==> config.mk <==
export PLATFORM = sky130hd
export DESIGN_NAME = mem_write_monitor
export DESIGN_NICKNAME = d
export VERILOG_FILES = /design/src/rtl/mem_write_monitor.sv
export SDC_FILE = /design/constraint.sdc
export NUM_CORES = 1
export LEC_CHECK = 0
export CELL_PAD_IN_SITES_DETAIL_PLACEMENT = 1
export CELL_PAD_IN_SITES_GLOBAL_PLACEMENT = 1
export CORE_MARGIN = 2
export CORE_UTILIZATION = 54
export CTS_CLUSTER_DIAMETER = 60
export DETAILED_ROUTE_END_ITERATION = 6
export GPL_ROUTABILITY_DRIVEN = 1
export MAX_ROUTING_LAYER = met4
export PLACE_DENSITY_LB_ADDON = 0.1
export SLEW_MARGIN = 10
export SYNTH_ARGS = -nofsm -noshare
export SYNTH_HDL_FRONTEND = slang
export SYNTH_SLANG_ARGS = --single-unit
==> constraint.sdc <==
create_clock -name clk -period 16.1 [get_ports clk]
set_input_delay 2.415 -clock clk [delete_from_list [all_inputs] [get_ports clk]]
set_output_delay 2.415 -clock clk [all_outputs]
set_load 0.03 [all_outputs]
==> src/rtl/mem_write_monitor.sv <==
// Watches processor data-memory stores, logs them in a FIFO, and ends the
// run as PASS on a store of EXPECT_DATA or as FAIL after TIMEOUT_CYCLES.
//
// Ports:
//   clk, reset           : single clock, synchronous active-high reset
//   MemWrite             : data-memory write strobe
//   DataAdr, WriteData   : store address and data
//   log_rd               : pop the head entry of the store log
//   log_data             : head entry {DataAdr, WriteData}
//   log_empty, log_full  : log occupancy flags
//   log_ovf              : sticky, a store was dropped on a full log
//   write_count          : stores seen in RUN (saturating)
//   cycle_count          : cycles spent in RUN
//   match_adr            : address of the store that ended the run as PASS
//   done, pass, fail     : run outcome, from the registered state
module mem_write_monitor #(
   parameter logic [31:0] EXPECT_DATA    = 32'd7,
   parameter logic [15:0] TIMEOUT_CYCLES = 16'd50,
   parameter int          LOG_DEPTH      = 8
) (
   input  logic        clk,
   input  logic        reset,
   input  logic        MemWrite,
   input  logic [31:0] DataAdr,
   input  logic [31:0] WriteData,
   input  logic        log_rd,
   output logic [63:0] log_data,
   output logic        log_empty,
   output logic        log_full,
   output logic        log_ovf,
   output logic [15:0] write_count,
   output logic [15:0] cycle_count,
   output logic [31:0] match_adr,
   output logic        done,
   output logic        pass,
   output logic        fail
);

   localparam int PtrW = $clog2(LOG_DEPTH);
   localparam logic [PtrW:0] FullCnt = (PtrW+1)'(LOG_DEPTH);

   localparam logic [1:0] RUN  = 2'd0;
   localparam logic [1:0] PASS = 2'd1;
   localparam logic [1:0] FAIL = 2'd2;

   logic [1:0]      state;
   logic [63:0]     logMem [LOG_DEPTH];
   logic [PtrW-1:0] wrPtr;
   logic [PtrW-1:0] rdPtr;
   logic [PtrW:0]   occ;

   logic isRun;
   logic store;
   logic isMatch;
   logic isTimeout;
   logic isFull;
   logic doPop;
   logic doPush;

   always_comb begin
      isRun     = (state == RUN);
      store     = isRun & MemWrite;
      isMatch   = store && (WriteData == EXPECT_DATA);
      isTimeout = isRun && (cycle_count == TIMEOUT_CYCLES - 16'd1);
      isFull    = (occ == FullCnt);
      // A pop on an empty log is ignored, so push+pop while empty
      // just pushes and the entry becomes the new head.
      doPop     = log_rd && (occ != '0);
      // A full log can still take a store when a pop frees a slot.
      doPush    = store && (!isFull || doPop);
   end

   // Match is checked first so it wins on the timeout edge.
   always_ff @(posedge clk) begin
      if (reset) begin
         state     <= RUN;
         match_adr <= '0;
      end else begin
         case (state)
            RUN: begin
               if (isMatch) begin
                  state     <= PASS;
                  match_adr <= DataAdr;
               end else if (isTimeout) begin
                  state <= FAIL;
               end
            end
            PASS:    state <= PASS;
            FAIL:    state <= FAIL;
            default: state <= FAIL;
         endcase
      end
   end

   always_ff @(posedge clk) begin
      if (reset) begin
         cycle_count <= '0;
         write_count <= '0;
      end else if (isRun) begin
         cycle_count <= cycle_count + 16'd1;
         if (store && write_count != 16'hFFFF)
            write_count <= write_count + 16'd1;
      end
   end

   always_ff @(posedge clk) begin
      if (reset) begin
         wrPtr   <= '0;
         rdPtr   <= '0;
         occ     <= '0;
         log_ovf <= 1'b0;
      end else begin
         if (doPush)
            wrPtr <= wrPtr + PtrW'(1);
         if (doPop)
            rdPtr <= rdPtr + PtrW'(1);
         case ({doPush, doPop})
            2'b10:   occ <= occ + (PtrW+1)'(1);
            2'b01:   occ <= occ - (PtrW+1)'(1);
            default: occ <= occ;
         endcase
         if (store && isFull && !doPop)
            log_ovf <= 1'b1;
      end
   end

   // Storage needs no reset; the pointers define what is valid.
   always_ff @(posedge clk) begin
      if (!reset && doPush)
         logMem[wrPtr] <= {DataAdr, WriteData};
   end

   assign log_data  = logMem[rdPtr];
   assign log_empty = (occ == '0);
   assign log_full  = isFull;

   assign pass = (state == PASS);
   assign fail = (state == FAIL);
   assign done = pass | fail;

endmodule

# After elaboration in Yosys (flattened, before gate mapping)
# Memories as Yosys holds them, arrays and structs flattened. A register that Yosys moved wholly into a read port is not among the register bits.
# Index checks and enable logic that the tools add are counted.
# W data, S select, Z words.
[word_totals]
memories = 1
ramBits = 512
inputBits = 68
register_bits = 77
[classes]
mux = 8
bitwise = 2
n_reduce_logical = 18
addsub = 6
eq_ne = 9
[mem_list]
columns = ["memory", "depth", "width", "read_ports", "rd_ports_with_merged_regs", "write_ports", "line", "rtl"]
rows = [
  ["logMem", 8, 64, 1, 1, 1, "47", "logic [63:0] logMem [LOG_DEPTH];"],
]
[ops]
columns = ["cell", "n"]
rows = [
  ["$add A16 B1 Y16 const B", 2],
  ["$eq A32 B3 Y1 const B", 1],
  ["$eq A16 B6 Y1 const B", 1],
  ["$ne A16 B16 Y1 const B", 1],
  ["$logic_and A1 B1 Y1", 8],
  ["$pmux W4 S2", 1],
  ["$add A3 B1 Y3 const B", 2],
  ["$mux W3", 2],
  ["$add A4 B1 Y4 const B", 1],
  ["$eq A2 B1 Y1 const B", 2],
  ["$eq A2 B2 Y1 const B", 2],
  ["$eq A4 B4 Y1 const B", 1],
  ["$logic_not A4 Y1", 1],
  ["$mux W2", 2],
  ["$pmux W2 S2", 1],
  ["$reduce_and A2 Y1", 2],
  ["$reduce_bool A4 Y1", 1],
  ["$sub A4 B1 Y4 const B", 1],
  ["$logic_not A1 Y1", 3],
  ["$ne A3 B1 Y1 const B", 1],
  ["$logic_not A2 Y1", 1],
  ["$mux W1", 2],
  ["$reduce_bool A2 Y1", 1],
  ["$and A1 B1 Y1", 1],
  ["2 further kinds", 2],
]

# Depth between registers and ports, before layout
# Gate-level depths: netlist (run 1).
[depth]
depth_word = 7
depth_mapped = 10
depth_no_buf = 9

# Worst setup path after synthesis (run 1)
# Ideal clock, no wire load.
[synth_path]
kind = "input -> register"
startpoint = "in MemWrite"
endpoint = "mem logMem[0][0] (enable)"
slack_ps = 6004
arrival_ps = 9430
n_path_buf = 1
required_ps = 15434
path_stages = 4
setup_ps = 666
path_cell_list = "and2_1 buf_2 o21ai_2 nor4b_1"
[synth_via]
elab_chain_len = 5
[synth_rtl]
columns = ["element", "line", "rtl"]
rows = [
  ["start, declared", "23", "input logic MemWrite,"],
  ["$and A1 B1 Y1", "62", "store = isRun & MemWrite;"],
  ["$logic_and A1 B1 Y1", "70", "doPush = store && (!isFull || doPop);"],
  ["$logic_and A1 B1 Y1", "129", "if (!reset && doPush)"],
  ["$mux W1", "129", ""],
  ["$mux W1 (not written as such)", "130", "logMem[wrPtr] <= {DataAdr, WriteData};"],
  ["end, declared", "47", ""],
]
# No other way between the ends.

==> results_dict.tcl, run 1 <==
set metrics [dict create \
    gp_congestion 0.742 \
    cts_setup_buffers 0 \
    ir_drop_uv 94.3 \
    dpl.hpwl_mm 28.7 \
    cts_sinks 592 \
    min_period_ns 6.52 \
    die_w_um 210 \
    max_freq_mhz 153 \
    syn_inst 1173 \
    dieArea_mm2 0.0441 \
    grt_first_pass_wirelength_mm 77.6 \
    use_met2_pct 39.0 \
    synth_common_cells "edfxtp_1, mux4_2, nand2_1, dfxtp_1, mux2_2" \
    dieHeight_um 210 \
    syn-num-nets 1250 \
    drc 0 \
    io_buffers 201 \
    setup_ws_ns 9.58 \
    syn_area_per_cell_um2 19.6 \
    io_pins 202 \
    worstPathCellList "buf_4, mux4_2, mux2_2, clkdlybuf4s50_1" \
    post_cts_resized 0 \
    dp_slack_ns 10.07 \
    drive_above_1_share_pct 22.5 \
    hold_path.class "flop to flop" \
    cts_tree "yes" \
    multiInputGateArea_mm2 0.00571 \
    n_fill_cell 3510 \
    relSlewSlack_pct 29.6 \
    cp.required_ns 13.69 \
    fin_crit_sh_pct 40.5 \
    layout.area.seq_mm2 0.0170 \
    synthArstFlopShare_pct 0 \
    start_util_pct 54.7 \
    worstReg2RegStart "state[1]$_SDFFE_PP0P_" \
    pwr_density_cell_mw_per_mm2 135 \
    end_kind "output pin" \
    p_leak_nw 8.63 \
    clkTransAtPathRegs_ns 0.06 \
    routed_wl_mm 50.5 \
    insertion_delay_ns 0.61 \
    grt_use_met1_pct 33.1 \
    slowest_delay_ns 0.98 \
    antenna_found_initial 0 \
    rsz0062_at_grt "false" \
    postCtsHoldBufs 0 \
    crit_fanout 46 \
    ys_types 53 \
    finalSetupViolCount 0 \
    fin_tns_setup_ns 0 \
    via_per_inst 5.92 \
    grt.busiest_layer "met2" \
    cts_buffers 58 \
    synth-edff-count 512 \
    grt_max_degree 72 \
    htreeDepth 2 \
    skew_ns 0.0197 \
    ys.flop_type "edfxtp_1" \
    ys_warn_count 0 \
    overflow 0 \
    cpMaxStageDelayCell "dfxtp_4" \
    status "finished, final reports clean" \
    worstSetupPathType "flop to output pin" \
    worstHoldStart "match_adr[20]$_SDFFE_PP0P_" \
    syn_area_mm2 0.0229 \
    area_delta_synth_final_pct 19.5 \
    start_kind "flop" \
    ys_ff_latch 592 \
    grtUsageMet3_pct 3.52 \
    clockRootBuffer "clkbuf_16" \
    synth_most_common_cell "edfxtp_1" \
    firstDrtPassIters 5 \
    vias 11737 \
    drt_iter0_markers 897 \
    synth_top_cell_area_share_pct 67.0 \
    maxCapViolCount 0 \
    drtAntennaViolNets 0 \
    synth-seq-area-share_pct 74.0 \
    wl_per_cell_um 25.4 \
    cts_buffer_depth 3 \
    fp-row-count 75 \
    drv_slew 0 \
    synth_top_area_cell "edfxtp_1" \
    hold_viol 0 \
    worst_pin_slew_ns 1.06 \
    grt_pass1_vias 12654 \
    crit_arrival_ns 4.10 \
    core_mm2 0.0419 \
    grtUsageTotal_pct 24.3 \
    fin_nets 1471 \
    synth_area_leaders "edfxtp_1, mux4_2, dfxtp_1, mux2_2, mux2i_1" \
]
-- through the flow --
| stage | utilization (%) | hold WS [ns] | cells | cell area, um^2 | total power [W] |
|---|---|---|---|---|---|
| detailed placement | 60.9 | 0.452 | 1873 | 25600 | 0.00244 |
| CTS | 65.3 | 0.466 | 1982 | 27400 | 0.00375 |
| global route | 65.3 | 0.479 | 1982 | 27400 | 0.00384 |
| floorplan | - | 0.490 | 1173 | 22900 | 0.00221 |
| global placement | 60.9 | 0.443 | 1873 | 25600 | 0.00243 |
| finish | 65.3 | 0.459 | 1983 | 27400 | 0.00371 |
-- routing by layer --
layer | wire length (um) | part of all wire [%]
met3 | 2240 | 4.4
met4 | 1090 | 2.2
met2 | 25200 | 50
met5 | 0 | 0
met1 | 21900 | 43
-- power by group --
part	internal [W]	switching (W)	leakage, nW	total [W]
Sequential	0.00171	0.0000509	5.27	0.00176
Clock	0.000756	0.000553	0.916	0.00131
Combinational	0.000318	0.000324	2.44	0.000642
-- kinds of logic after synthesis --
kind of cell             after synthesis  synth area share, %
flip-flops                           592                 74.0
multiplexers                         242                 18.0
AND/OR/NAND/NOR                      209                 4.51
buffers and inverters                 69                 1.32
AO/OA/AOI/OAI                         37                 1.14
XOR/XNOR                              15                0.573
adder cells (fa/ha/maj)                9                0.491
-- cells in the final DEF, fill, tap and decap left out, types with 15 or more instances in the layout --
cell type,synthesis,layout
dfxtp_1,80,77
clkbuf_16,0,59
clkdlybuf4s50_1,0,200
mux4_2,128,128
mux2_2,71,71
buf_4,0,20
edfxtp_1,512,512
nor2_1,45,42
clkinv_2,0,15
nand2_1,86,86
mux2i_1,38,38
-- layout make-up --
cell class	count	area share (%)
Antenna cell	1	0.00913
Clock buffer	76	5.80
Clock inverter	33	0.936
Inverter	9	0.123
Multi-Input combinational cell	512	20.8
Sequential cell	592	62.0
Tap cell	539	2.46
Timing Repair Buffer	221	7.87
-- registers in the layout, summed over array words and instances (netlist names), named ones only --
register,count
occ,4
wrPtr,3
logMem,512
match_adr,32
state,2
write_count,16
rdPtr,3
log_ovf,1
cycle_count,16
-- worst max-delay path: cells and delay by family, from the launching register on --
family	cells	cell delay [ns]
buf+inv	2	1.46
flops	1	0.98
mux	2	0.94
-- final timing paths --
path / endpoint / slack (ns) / cells past startpoint
worst min-delay path: match_adr[20]$_SDFFE_PP0P_ / 0.46 / 2
worst min register to register: match_adr[20]$_SDFFE_PP0P_ / 0.46 / 2
worst max-delay path: log_data[52] / 9.58 / 4
worst max register to register: logMem[6][53]$_DFFE_PP_ / 12.36 / 6
Note: power is estimated with default switching activity, not from simulation.
==> run 2, diff against run 1 <==
Settings changed: CORE_UTILIZATION 54 to 45.
Clock period 16.1 ns to 5.7 ns, I/O delays scaled along.
==> results_dict.tcl, run 2 (synthesized netlist as in run 1, its figures left out) <==
set metrics [dict create \
    end_kind "output pin" \
    clockRootBuffer "clkbuf_16" \
    start_util_pct 45.6 \
    dieHeight_um 230 \
    internal-power_w 0.00805 \
    htreeDepth 2 \
    drt_iter0_markers 696 \
    hold_viol 0 \
    crit_family "buffers and inverters" \
    combPwrFrac_pct 17.5 \
    postCtsHoldBufs 0 \
    drc 0 \
    fin_crit_sh_pct 75.3 \
    cts_tree "yes" \
    min_period_ns 4.29 \
    routed_wl_mm 50.5 \
    crit_arrival_ns 3.43 \
    antenna_cells 0 \
    p_leak_nw 8.72 \
    die_w_um 230 \
    skew_ns 0.0105 \
    fin_cells 2123 \
    grt_max_degree 65 \
    drtAntennaViolNets 0 \
    post_cts_resized 0 \
    cts_setup_buffers 0 \
    ir_drop_uv 224 \
    largest_reg_flops 512 \
    worstHoldStart "match_adr[26]$_SDFFE_PP0P_" \
    rsz0062_at_grt "false" \
    finalSetupViolCount 0 \
    vias 11616 \
    place_inst 2010 \
    clkPwrFrac_pct 36.5 \
    fp-row-count 82 \
    top_register "logMem" \
    firstDrtPassIters 5 \
    status "finished, final reports clean" \
    worst_pin_slew_ns 1.10 \
    clkTransAtPathRegs_ns 0.06 \
    reg2regPathDepth 6 \
    holdWs_ns 0.456 \
    slowest_delay_ns 0.84 \
    grtUsageTotal_pct 20.0 \
    crit_fanout 33 \
    wl_per_cell_um 23.8 \
    drv_slew 0 \
    max_freq_mhz 233 \
    critPathBufInv 2 \
    layout_commonest_cell "edfxtp_1" \
    worstSetupPathType "flop to output pin" \
    cts_sinks 592 \
    netSwitchingFraction_pct 24.9 \
    grt_first_pass_wirelength_mm 77.5 \
    insertion_delay_ns 0.61 \
    hold_path.class "flop to flop" \
    io_pins 202 \
    relSlewSlack_pct 26.9 \
    dieArea_mm2 0.0528 \
    area_delta_synth_final_pct 21.1 \
    worstPathCellList "buf_4, mux4_2, mux2_2, clkdlybuf4s50_1" \
    antenna_found_initial 0 \
    cts_buffers 60 \
    pwr-share-seq_pct 46.0 \
    fin_nets 1477 \
    io_buffers 201 \
    maxCapViolCount 0 \
    overflow 0 \
    gp_congestion 0.732 \
    p_switching_w 0.00267 \
    path_depth 4 \
    cp.required_ns 4.85 \
    start_kind "flop" \
    min_path_cells 2 \
    core_mm2 0.0503 \
    biggestRegsByFlops "logMem x512, match_adr x32" \
    cts_buffer_depth 3 \
    drive_above_1_share_pct 22.9 \
    dpl.hpwl_mm 29.3 \
    worstReg2RegStart "state[1]$_SDFFE_PP0P_" \
    final_cell_mix "edfxtp_1, clkdlybuf4s50_1, mux4_2, nand2_1, dfxtp_1" \
    pwr_density_cell_mw_per_mm2 386 \
    via_per_inst 5.47 \
    cpMaxStageDelayCell "dfxtp_4" \
    grt_pass1_vias 12794 \
]
-- run 2: changes by cell type in the layout (fill, tap and decap cells not counted), moves of 3 or more --
cell and change:
buf_12 +3, bufinv_16 +4, clkbuf_1 +5, clkbuf_8 -4
clkinv_1 -4
-- run 2: worst register-to-register path, cell delays in order, from the launching register on --
cell	delay [ns]
dfxtp_1	0.31
inv_1	0.10
ha_1	0.45
and2_1	0.46
o211ai_1	0.43
nor2_4	0.73
buf_4	0.49
-- run 2: worst paths after layout --
path | endpoint | slack, ns
min | match_adr[26]$_SDFFE_PP0P_ | 0.46
min reg2reg | match_adr[26]$_SDFFE_PP0P_ | 0.46
max reg2reg | logMem[7][27]$_DFFE_PP_ | 2.36
max | log_data[40] | 1.41
-- run 2: per-layer routing --
layer  up-vias  track usage, %  routed length (um)
met5         -               -                   0
met4         0            4.23                 775
met3        63            3.37                1880
met2       221            32.8               25400
met1      6152            26.6               22400
li1       5180               -                   -
-- run 2: metrics by stage --
step                TNS (ns)  power (W)  worst slack [ns]  cell area (um^2)  util (%)
detailed placement         0    0.00694              1.50             25800      51.3
global route               0     0.0111              1.19             27800      55.3
global placement           0    0.00692              1.58             25800      51.3
finish                     0     0.0107              1.41             27800      55.3
CTS                        0     0.0109              1.27             27800      55.3
floorplan            -106.38    0.00625            -0.554             22900         -
-- run 2: area by class of cell --
cell class / count / area, um^2
clock buffers: 78 / 1580
clock inverters: 35 / 387
fillers: 4510 / 22500
inverters: 9 / 33.8
multi-input cells: 512 / 5730
flip-flops and latches: 592 / 17000
well taps: 672 / 841
repair buffers: 225 / 2220
-- run 2: power by group through the flow --
stage	combinational, W	clock [W]	sequential, W
after floorplan	0.00128	0	0.00496
after global placement	0.00190	0	0.00502
after detailed placement	0.00191	0	0.00503
after CTS	0.00192	0.00401	0.00494
after global routing	0.00201	0.00417	0.00495
final	0.00188	0.00391	0.00493
